`config.mk`:
```
export PLATFORM = sky130hd
export DESIGN_NAME = branch_predictor_flat
export DESIGN_NICKNAME = d
export VERILOG_FILES = /design/src/rtl/branch_predictor_if.sv /design/src/rtl/branch_predictor.sv /design/src/flat_wrapper.sv
export SDC_FILE = /design/constraint.sdc
export NUM_CORES = 2
export LEC_CHECK = 0
export BUFFER_PORTS_ARGS = -buffer_cell sky130_fd_sc_hd__buf_2
export CAP_MARGIN = 20
export CORE_AREA = 4 4 307 309
export CTS_CLUSTER_SIZE = 30
export DETAILED_ROUTE_END_ITERATION = 16
export DIE_AREA = 0 0 311 313
export PLACE_DENSITY = 0.76
export SKIP_LAST_GASP = 1
export SLEW_MARGIN = 20
export SYNTH_ARGS = -nofsm -noshare
export SYNTH_HDL_FRONTEND = slang
export SYNTH_SLANG_ARGS = --single-unit
```
`constraint.sdc`:
```
create_clock -name CLK -period 4.9 [get_ports CLK]
set_input_delay 0.735 -clock CLK [delete_from_list [all_inputs] [get_ports CLK]]
set_output_delay 0.735 -clock CLK [all_outputs]
set_load 0.01 [all_outputs]
```
`src/rtl/branch_predictor_if.sv`:
```
// Branch predictor bus: fetch-side lookup, resolve-side update, table
// invalidate and the two statistic counters. The master drives lookups and
// updates; the slave (the predictor) returns predictions and statistics.
interface branch_predictor_if;
  logic [31:0] lookup_pc;
  logic        pred_hit;
  logic        pred_taken;
  logic [31:0] pred_target;
  logic        upd_en;
  logic [31:0] upd_pc;
  logic        upd_taken;
  logic [31:0] upd_target;
  logic        upd_mispred;
  logic        inval;
  logic [31:0] upd_count;
  logic [31:0] mispred_count;

  modport master (
    output lookup_pc, upd_en, upd_pc, upd_taken, upd_target, upd_mispred, inval,
    input  pred_hit, pred_taken, pred_target, upd_count, mispred_count
  );

  modport slave (
    input  lookup_pc, upd_en, upd_pc, upd_taken, upd_target, upd_mispred, inval,
    output pred_hit, pred_taken, pred_target, upd_count, mispred_count
  );
endinterface

```
`src/rtl/branch_predictor.sv`:
```
// Direct-mapped branch target buffer with per-entry saturating direction
// counters. Lookup is purely combinational against the current table, so a
// same-cycle update to the same index is only seen from the next cycle.
module branch_predictor #(
  parameter int ENTRIES = 16,
  parameter int CTR_W   = 2
) (
  input  logic              CLK,
  input  logic              nRST,
  branch_predictor_if.slave bp
);

  localparam int IDX_W = $clog2(ENTRIES);
  localparam int TAG_W = 30 - IDX_W;
  localparam logic [CTR_W-1:0] CTR_MAX  = {CTR_W{1'b1}};
  localparam logic [CTR_W-1:0] CTR_WEAK = CTR_W'(1 << (CTR_W - 1));

  // Read views of the per-entry registers
  logic             valid_arr [ENTRIES];
  logic [TAG_W-1:0] tag_arr   [ENTRIES];
  logic [CTR_W-1:0] ctr_arr   [ENTRIES];
  logic [31:0]      tgt_arr   [ENTRIES];

  // Address decomposition; PC[1:0] never selects anything
  logic [IDX_W-1:0] lk_idx;
  logic [TAG_W-1:0] lk_tag;
  logic [IDX_W-1:0] upd_idx;
  logic [TAG_W-1:0] upd_tag;
  logic             unused_pc_bits;

  assign lk_idx         = bp.lookup_pc[IDX_W+1:2];
  assign lk_tag         = bp.lookup_pc[31:IDX_W+2];
  assign upd_idx        = bp.upd_pc[IDX_W+1:2];
  assign upd_tag        = bp.upd_pc[31:IDX_W+2];
  assign unused_pc_bits = ^bp.upd_pc[1:0];

  // Prediction: hit needs valid + tag match, taken follows counter MSB
  logic lk_hit;
  logic lk_taken;

  assign lk_hit         = valid_arr[lk_idx] && (tag_arr[lk_idx] == lk_tag);
  assign lk_taken       = lk_hit && ctr_arr[lk_idx][CTR_W-1];
  assign bp.pred_hit    = lk_hit;
  assign bp.pred_taken  = lk_taken;
  assign bp.pred_target = lk_taken ? tgt_arr[lk_idx] : (bp.lookup_pc + 32'd4);

  // Update-side hit test and trained counter value for the addressed entry
  logic             upd_hit;
  logic [CTR_W-1:0] ctr_cur;
  logic [CTR_W-1:0] ctr_d;

  assign upd_hit = valid_arr[upd_idx] && (tag_arr[upd_idx] == upd_tag);
  assign ctr_cur = ctr_arr[upd_idx];

  // Saturating increment on taken, saturating decrement on not-taken
  always_comb begin
    ctr_d = ctr_cur;
    if (bp.upd_taken) begin
      if (ctr_cur != CTR_MAX) ctr_d = ctr_cur + CTR_W'(1);
    end else begin
      if (ctr_cur != '0) ctr_d = ctr_cur - CTR_W'(1);
    end
  end

  genvar gi;
  generate
    for (gi = 0; gi < ENTRIES; gi++) begin : g_entry
      logic             valid_q;
      logic [TAG_W-1:0] tag_q;
      logic [CTR_W-1:0] ctr_q;
      logic [31:0]      tgt_q;
      logic             sel;

      assign sel = bp.upd_en && (upd_idx == IDX_W'(gi));

      // Entry state: reset, then invalidate, then train-on-hit / allocate-on-taken-miss
      always_ff @(posedge CLK) begin
        if (!nRST) begin
          valid_q <= 1'b0;
          tag_q   <= '0;
          ctr_q   <= '0;
          tgt_q   <= '0;
        end else if (bp.inval) begin
          valid_q <= 1'b0;
        end else if (sel) begin
          if (upd_hit) begin
            ctr_q <= ctr_d;
            if (bp.upd_taken) tgt_q <= bp.upd_target;
          end else if (bp.upd_taken) begin
            valid_q <= 1'b1;
            tag_q   <= upd_tag;
            ctr_q   <= CTR_WEAK;
            tgt_q   <= bp.upd_target;
          end
        end
      end

      assign valid_arr[gi] = valid_q;
      assign tag_arr[gi]   = tag_q;
      assign ctr_arr[gi]   = ctr_q;
      assign tgt_arr[gi]   = tgt_q;
    end
  endgenerate

  // Statistics, saturating at all-ones
  logic [31:0] upd_count_q;
  logic [31:0] upd_count_d;
  logic [31:0] mispred_count_q;
  logic [31:0] mispred_count_d;

  // Next-state for the statistic counters; invalidate does not gate counting
  always_comb begin
    upd_count_d     = upd_count_q;
    mispred_count_d = mispred_count_q;
    if (bp.upd_en) begin
      if (upd_count_q != 32'hFFFF_FFFF) upd_count_d = upd_count_q + 32'd1;
      if (bp.upd_mispred && (mispred_count_q != 32'hFFFF_FFFF))
        mispred_count_d = mispred_count_q + 32'd1;
    end
  end

  // Statistic registers; reset discards any coincident update
  always_ff @(posedge CLK) begin
    if (!nRST) begin
      upd_count_q     <= '0;
      mispred_count_q <= '0;
    end else begin
      upd_count_q     <= upd_count_d;
      mispred_count_q <= mispred_count_d;
    end
  end

  assign bp.upd_count     = upd_count_q;
  assign bp.mispred_count = mispred_count_q;

endmodule

```
`src/flat_wrapper.sv`:
```
// flat-port wrapper written by rule: the top's interface ports become plain ports
module branch_predictor_flat 
#(
  parameter int ENTRIES = 16,
  parameter int CTR_W   = 2
)
  (CLK, nRST, bp_lookup_pc, bp_upd_en, bp_upd_pc, bp_upd_taken, bp_upd_target, bp_upd_mispred, bp_inval, bp_pred_hit, bp_pred_taken, bp_pred_target, bp_upd_count, bp_mispred_count);
  branch_predictor_if bp_i ();
  input  logic CLK;
  input  logic nRST;
  input wire logic [$bits(bp_i.lookup_pc)-1:0] bp_lookup_pc;
  input wire logic [$bits(bp_i.upd_en)-1:0] bp_upd_en;
  input wire logic [$bits(bp_i.upd_pc)-1:0] bp_upd_pc;
  input wire logic [$bits(bp_i.upd_taken)-1:0] bp_upd_taken;
  input wire logic [$bits(bp_i.upd_target)-1:0] bp_upd_target;
  input wire logic [$bits(bp_i.upd_mispred)-1:0] bp_upd_mispred;
  input wire logic [$bits(bp_i.inval)-1:0] bp_inval;
  output wire logic [$bits(bp_i.pred_hit)-1:0] bp_pred_hit;
  output wire logic [$bits(bp_i.pred_taken)-1:0] bp_pred_taken;
  output wire logic [$bits(bp_i.pred_target)-1:0] bp_pred_target;
  output wire logic [$bits(bp_i.upd_count)-1:0] bp_upd_count;
  output wire logic [$bits(bp_i.mispred_count)-1:0] bp_mispred_count;
  assign bp_i.lookup_pc = bp_lookup_pc;
  assign bp_i.upd_en = bp_upd_en;
  assign bp_i.upd_pc = bp_upd_pc;
  assign bp_i.upd_taken = bp_upd_taken;
  assign bp_i.upd_target = bp_upd_target;
  assign bp_i.upd_mispred = bp_upd_mispred;
  assign bp_i.inval = bp_inval;
  assign bp_pred_hit = bp_i.pred_hit;
  assign bp_pred_taken = bp_i.pred_taken;
  assign bp_pred_target = bp_i.pred_target;
  assign bp_upd_count = bp_i.upd_count;
  assign bp_mispred_count = bp_i.mispred_count;
  branch_predictor #(.ENTRIES(ENTRIES), .CTR_W(CTR_W)) u_core (.CLK(CLK), .nRST(nRST), .bp(bp_i));
endmodule
```
* After elaboration in Yosys (flattened, before gate mapping)
Index checks and enable logic that the tools add are counted.
Storage, ports and cells: bits in registers 1040, output and inout bits 98
Cells by class: add/subtract/negate cells 5, magnitude comparators 2, equality and inequality tests 20, muxes and demuxes 27, bitwise logic cells 5, reductions and logical operators 90
Operators by type and width (count):
- 26-bit binary-select mux with 4-bit select | 2
- 3-bit AND reduction | 48
- 32-bit binary-select mux with 4-bit select | 1
- 26-bit two-way mux | 4
- 32-bit two-way mux | 3
- 32-bit by 1-bit adder with 32-bit output, second input constant | 2
- 32-bit inequality test, second input constant | 2
- 4-bit AND reduction | 16
- 26-bit equality test | 2
- 32-bit by 3-bit adder with 32-bit output, second input constant | 1
- 4-bit equality test, second input constant | 8
- 1-bit logical AND | 20
- 2-bit two-way mux | 9
- 2-bit binary-select mux with 4-bit select | 2
- 4-bit by 3-bit equality test with 1-bit output, second input constant | 4
- 5-bit greater-or-equal comparator, second input constant | 2
- 4-bit NOT with 5-bit output | 2
- 1-bit binary-select mux with 4-bit select | 2
- 4-bit by 2-bit equality test with 1-bit output, second input constant | 2
- 4-bit by 1-bit equality test with 1-bit output, second input constant | 1
- 4-bit logical NOT | 1
- 1-bit two-way mux | 4
- 2-bit AND reduction | 2
- 2-bit nonzero test | 2
- other kinds (5) | 7

* Logic depth before layout (Yosys ltp)
word-level depth 8, depth in mapped cells 18, depth with buffers taken out 10

* Least setup slack after synthesis
Ideal clock, no wire load.
path type in2out, start point input bp_lookup_pc[2], end point output bp_pred_target[0], arrival time 4132 ps, required time 4165 ps, path slack 33 ps, stages on the path 10, cells stage by stage buf_2 > buf_2 > buf_2 > buf_2 > buf_2 > clkbuf_1 > buf_1 > mux4_2 > mux4_2 > mux2_2
Between the ends: word-level cells in the longest chain between the ends 8, elaborated cells on any way between the ends 17, those cells by class eq/ne: 1; mux: 13; bitwise: 1; reduce/logical: 2
Ends and longest elaborated chain:
- start: declaration | line flat_wrapper.sv:11 | input wire logic [$bits(bp_i.lookup_pc)-1:0] bp_lookup_pc;
- 4-bit NOT with 5-bit output (implied by the code) * | line branch_predictor.sv:41, branch_predictor.sv:42, branch_predictor.sv:45
- 26-bit binary-select mux with 4-bit select | line branch_predictor.sv:41 | assign lk_hit = valid_arr[lk_idx] && (tag_arr[lk_idx] == lk_tag);
- 26-bit two-way mux (implied by the code) (2 in series) | line branch_predictor.sv:41
- 26-bit equality test | line branch_predictor.sv:41
- 1-bit logical AND | line branch_predictor.sv:41
- 1-bit logical AND | line branch_predictor.sv:42 | assign lk_taken = lk_hit && ctr_arr[lk_idx][CTR_W-1];
- 32-bit two-way mux * | line branch_predictor.sv:45 | assign bp.pred_target = lk_taken ? tgt_arr[lk_idx] : (bp.lookup_pc + 32'd4);
- end: declaration | line flat_wrapper.sv:20 | output wire logic [$bits(bp_i.pred_target)-1:0] bp_pred_target;
Every way passes the cells marked *; elsewhere a longest branch is shown, timed or not. The select of a mux whose other input is x is not followed.

* Final worst setup path
start point input bp_lookup_pc[2], end point output bp_pred_target[31]
Between the ends: word-level cells in the longest chain between the ends 8, elaborated cells on any way between the ends 18, those cells by class add/sub: 1; eq/ne: 1; mux: 13; bitwise: 1; reduce/logical: 2
Ends and longest elaborated chain (line):
- 4-bit NOT with 5-bit output (implied by the code) | branch_predictor.sv:41, branch_predictor.sv:42, branch_predictor.sv:45
- 26-bit binary-select mux with 4-bit select | branch_predictor.sv:41
- 26-bit two-way mux (implied by the code) (2 in series) | branch_predictor.sv:41
- 26-bit equality test | branch_predictor.sv:41
- 1-bit logical AND | branch_predictor.sv:41
- 1-bit logical AND | branch_predictor.sv:42
- 32-bit two-way mux * | branch_predictor.sv:45
Marks and branches as above.

==> run summary <==
The per-cell via count in the routed design is 6.46. The share of Yosys cell area claimed by the top area cell type came out at 40.9%. Overall power consumption after layout is estimated at 18.5 mW.

The die outline height came out at 313 µm. The final route contains 43500 vias. The total die area is 0.0973 mm².

The detailed-route wire length per cell came out at 25.4 µm. The mapped netlist covers 0.0509 mm². The count of fill cells added during filler insertion is 7212. The effective utilization at floorplan is 55.7%. The power per cell area came out at 323 mW/mm².

CTS built an H-tree with a depth of 3. The cell that appears most often on the critical path is sky130_fd_sc_hd__buf_4. The insertion delay of the later-clocked pin in the worst-skew pair is 750 ps. Summed over all cells, the static leakage comes to 23.0 nW. sky130_fd_sc_hd__dfxtp_1 takes more of the synthesized area than any other cell. The die width is 311 µm. The worst vdd rail ir drop came out at 0.000305 V. The flip-flop and latch count after synthesis came out at 1040. The slack of the critical path came out at 42.4 ps. The worst-case clock skew is 71.6 ps. The number of iterations in the first detailed-routing pass is 6. Along the worst hold path, the cell count comes to 3. Setup violations remaining at the end of the flow were counted as 0. The setup path with the least slack is of type primary input to output port. The synthesized instance count came out at 5491.

The worst slack at placement came out at 110 ps. The number of buffers inserted by hold repair at cts is 0. The nature of the critical path startpoint is a primary input. The worst-margin pin slew is 1200 ps. The leftover overflow at the end of global routing is 0. The required arrival time at the worst endpoint came out at 4160 ps. The number of antenna-violating nets in the routed design came out at 0.

In this run, CTS created clock tree buffers numbering 106. The worst hold margin is 381 ps. The global-route total usage across every layer is 33.7%. Each instance of the synthesized netlist takes up on average 9.27 µm². TritonCTS built the clock tree. Yosys attributes the largest share of cell area to sky130_fd_sc_hd__dfxtp_1 (41%), sky130_fd_sc_hd__mux4_2 (14%), sky130_fd_sc_hd__mux2i_1 (11%), sky130_fd_sc_hd__nand2_1 (8.8%), sky130_fd_sc_hd__a21oi_1 (5.4%). The share of post-route cells with drive strength above 1 is 18.4%.

The number of DRC markers in iteration 0 is 6255. The tightest min-delay check is of the primary input to flop type. The data arrival time of the critical path came out at 4120 ps. The post-route minimum period came out at 4860 ps.

The flow ran to the end, and the final reports show no timing, DRC or antenna violations. The count of nets after finishing is 5551. The slowest stage cell on the critical path is sky130_fd_sc_hd__a2111oi_1. The register clock-pin slew on the reported worst setup and hold paths is 70 ps.

200 I/O pins were placed. Counting flops with an async set or reset pin after synthesis yields a share of 0%. The headroom to the max-slew limit came out at 19.9%.

Dividing the final minimum period by the clock period gives 99.1%. The total routed wirelength is 171000 µm. The number of maximum-capacitance violations is 0. For this design, the sink count on the clock tree is 1040. The biggest cell delay along the critical path is 480 ps. The count of final hold-check violations was 0. The number of rows in the core area is 111. The cell sitting at the root of the clock tree is a sky130_fd_sc_hd__clkbuf_16. The capturing element type of the critical path is an output port. The Yosys step of the flow raised 0 warnings. The number of nets in the synthesized netlist is 5596. Timing would allow up to 0.206 GHz. The number of antenna violations at the first check in global routing came out at 22.

In the synthesized netlist the dominant register cell turns out to be sky130_fd_sc_hd__dfxtp_1. The global-route wire length before repair is 254000 µm. The post-detailed-route DRC marker count is 0. After synthesis, the netlist uses 74 different library cells. The pin count of the biggest net entering global routing came out at 218.

The total area inside the core boundary comes to 0.0914 mm². The count of buffers added on input and output ports is 197. Detailed placement finished with a half-perimeter wire length of 104000 µm. The total count of max-transition violations in the final report is 0. The weighted congestion at the end of routability-driven global placement is 0.965.

The number of cells on the worst reg-to-reg path is 10. The part of the Yosys area used for sequential elements is 40.9%. Yosys mapped a number of flops with a built-in enable equal to 0.

Of all nets on the critical path, the largest fanout is 16. The number of global-route vias before repair came out at 41700. The growth of design area from synthesis to finish came out at 12.4%. Walking the worst path, the cells encountered are buf_8 > clkbuf_16 > buf_4 > and2_1 > a22oi_1 > a21oi_1 > a2111oi_1 > buf_4 > nand4_1 > a2111o_1 > nand4b_1 > buf_4 > clkbuf_16 > mux2_2 > buf_2. The number of buffers between clock root and the deepest sink came out at 3.
==> logic make-up after synthesis <==
| family | after synthesis | synth area share, % |
|---|---|---|
| AO/OA/AOI/OAI | 805 | 9.20 |
| XOR/XNOR | 127 | 2.19 |
| adder cells (fa/ha/maj) | 5 | 0.113 |
| buffers and inverters | 556 | 4.71 |
| flip-flops | 1040 | 40.9 |
| multiplexers | 960 | 27.0 |
| AND/OR/NAND/NOR | 1998 | 15.9 |
==> cell usage after synthesis, types with 31 or more instances <==
cell type                  count
sky130_fd_sc_hd__a21oi_1     545
sky130_fd_sc_hd__buf_1        33
sky130_fd_sc_hd__buf_2        59
sky130_fd_sc_hd__buf_4        31
sky130_fd_sc_hd__clkbuf_1    389
sky130_fd_sc_hd__dfxtp_1    1040
sky130_fd_sc_hd__mux2_2       75
sky130_fd_sc_hd__mux2i_1     560
sky130_fd_sc_hd__mux4_2      323
sky130_fd_sc_hd__nand2_1    1188
sky130_fd_sc_hd__nand3_1      48
sky130_fd_sc_hd__nor2_1      559
sky130_fd_sc_hd__nor3_1       40
sky130_fd_sc_hd__o21ai_0      61
sky130_fd_sc_hd__or3_1        36
sky130_fd_sc_hd__xnor2_1      68
sky130_fd_sc_hd__xor2_1       59
==> path summary, 6_finish.rpt <==
| check | startpoint | slack [ps] | endpoint |
|---|---|---|---|
| worst min-delay path | bp_upd_target[19] | 380 | u_core.g_entry[9].tgt_q[19]$_SDFFE_PN0P_ |
| worst max register to register | u_core.g_entry[10].tag_q[1]$_SDFFE_PN0P_ | 1210 | u_core.g_entry[0].ctr_q[1]$_SDFFE_PN0P_ |
| worst min register to register | u_core.g_entry[7].tgt_q[1]$_SDFFE_PN0P_ | 450 | u_core.g_entry[7].tgt_q[1]$_SDFFE_PN0P_ |
| worst max-delay path | bp_lookup_pc[2] | 40 | bp_pred_target[31] |
==> layer usage <==
layer	GRT usage, %	routed length [µm]	vias up	share of wire, %
met5	0	27	-	0.016
met4	21.6	12200	4	7.1
met3	7.69	19600	729	11
met2	52.3	77000	2760	45
met1	42.5	62200	21000	36
li1	-	-	19000	-
==> power by group <==
part	switching [mW]	total (mW)	internal, mW
Combinational	0.910	1.34	0.433
Clock	3.63	8.63	5.00
Sequential	0.0249	8.51	8.49
Total	4.56	18.5	13.9
==> final cells by class <==
class | count | area, µm² | share of cell area (%)
flip-flops and latches | 1040 | 20800 | 36.4
diodes | 19 | 47.5 | 0.0831
clock inverters | 46 | 711 | 1.24
clock buffers | 149 | 3010 | 5.27
multi-input cells | 3895 | 28100 | 49.2
inverters | 31 | 126 | 0.221
repair buffers | 372 | 2880 | 5.03
well taps | 1186 | 1480 | 2.59
==> critical path: cells and delay by family <==
family,cells,cell delay (ps)
compound gates,4,1330
buf+inv,7,1280
mux,1,310
simple gates,3,410
==> stage by stage <==
stage | cells | setup TNS [ps] | area [µm²] | utilization (%)
3_5_place_dp | 6519 | 0 | 53300 | 58.3
6_report | 6738 | 0 | 57200 | 62.6
4_1_cts | 6714 | 0 | 57000 | 62.4
5_1_grt | 6731 | -509 | 57200 | 62.6
3_3_place_gp | 6519 | -1210 | 53300 | 58.3
2_1_floorplan | 5491 | 0 | 50900 | -
==> placed cells by master, fill, tap and decap left out, types with 8 or more instances in the layout <==
cell | Yosys | final
sky130_fd_sc_hd__bufinv_16 | 0 | 13
sky130_fd_sc_hd__clkbuf_1 | 389 | 23
sky130_fd_sc_hd__nor4_1 | 8 | 8
sky130_fd_sc_hd__nand2b_1 | 12 | 11
sky130_fd_sc_hd__a221oi_1 | 20 | 20
sky130_fd_sc_hd__mux4_2 | 323 | 323
sky130_fd_sc_hd__o22ai_1 | 26 | 25
sky130_fd_sc_hd__nand2_2 | 0 | 16
sky130_fd_sc_hd__a221oi_2 | 10 | 10
sky130_fd_sc_hd__a22oi_1 | 28 | 28
sky130_fd_sc_hd__clkbuf_16 | 0 | 108
sky130_fd_sc_hd__nor3_1 | 40 | 39
sky130_fd_sc_hd__buf_2 | 59 | 191
sky130_fd_sc_hd__and3_1 | 18 | 18
sky130_fd_sc_hd__nor2_4 | 0 | 16
sky130_fd_sc_hd__nor2b_1 | 21 | 20
sky130_fd_sc_hd__diode_2 | 0 | 19
sky130_fd_sc_hd__or3_1 | 36 | 36
sky130_fd_sc_hd__inv_1 | 28 | 27
sky130_fd_sc_hd__xnor2_1 | 68 | 68
sky130_fd_sc_hd__a22o_1 | 10 | 10
sky130_fd_sc_hd__and4_1 | 10 | 10
sky130_fd_sc_hd__and2_1 | 12 | 12
sky130_fd_sc_hd__nor2_1 | 559 | 543
sky130_fd_sc_hd__buf_12 | 2 | 37
sky130_fd_sc_hd__a21oi_1 | 545 | 545
sky130_fd_sc_hd__o31ai_4 | 0 | 16
sky130_fd_sc_hd__mux2_2 | 75 | 75
sky130_fd_sc_hd__mux2i_1 | 560 | 558
sky130_fd_sc_hd__nand3_1 | 48 | 48
sky130_fd_sc_hd__nand4_1 | 27 | 27
sky130_fd_sc_hd__clkinv_2 | 0 | 18
sky130_fd_sc_hd__dfxtp_1 | 1040 | 1040
sky130_fd_sc_hd__o21ai_0 | 61 | 61
sky130_fd_sc_hd__buf_4 | 31 | 132
sky130_fd_sc_hd__xor2_1 | 59 | 59
sky130_fd_sc_hd__a21o_1 | 16 | 16
sky130_fd_sc_hd__nand2_1 | 1188 | 1172
sky130_fd_sc_hd__clkbuf_8 | 0 | 21
==> flip-flops by register name, summed over array words and instances (netlist names) <==
name	cells
u_core.g_entry.tgt_q	512
u_core.g_entry.ctr_q	32
u_core.g_entry.valid_q	16
u_core.bp.mispred_count	32
u_core.bp.upd_count	32
u_core.g_entry.tag_q	416
==> what timing repair did <==
action	CTS	global route
endpoints found under the setup margin	0	31
buffers inserted	0	3
resized for setup	0	15
endpoints found under the hold margin	0	0
Power figures use the tool's default switching activity.
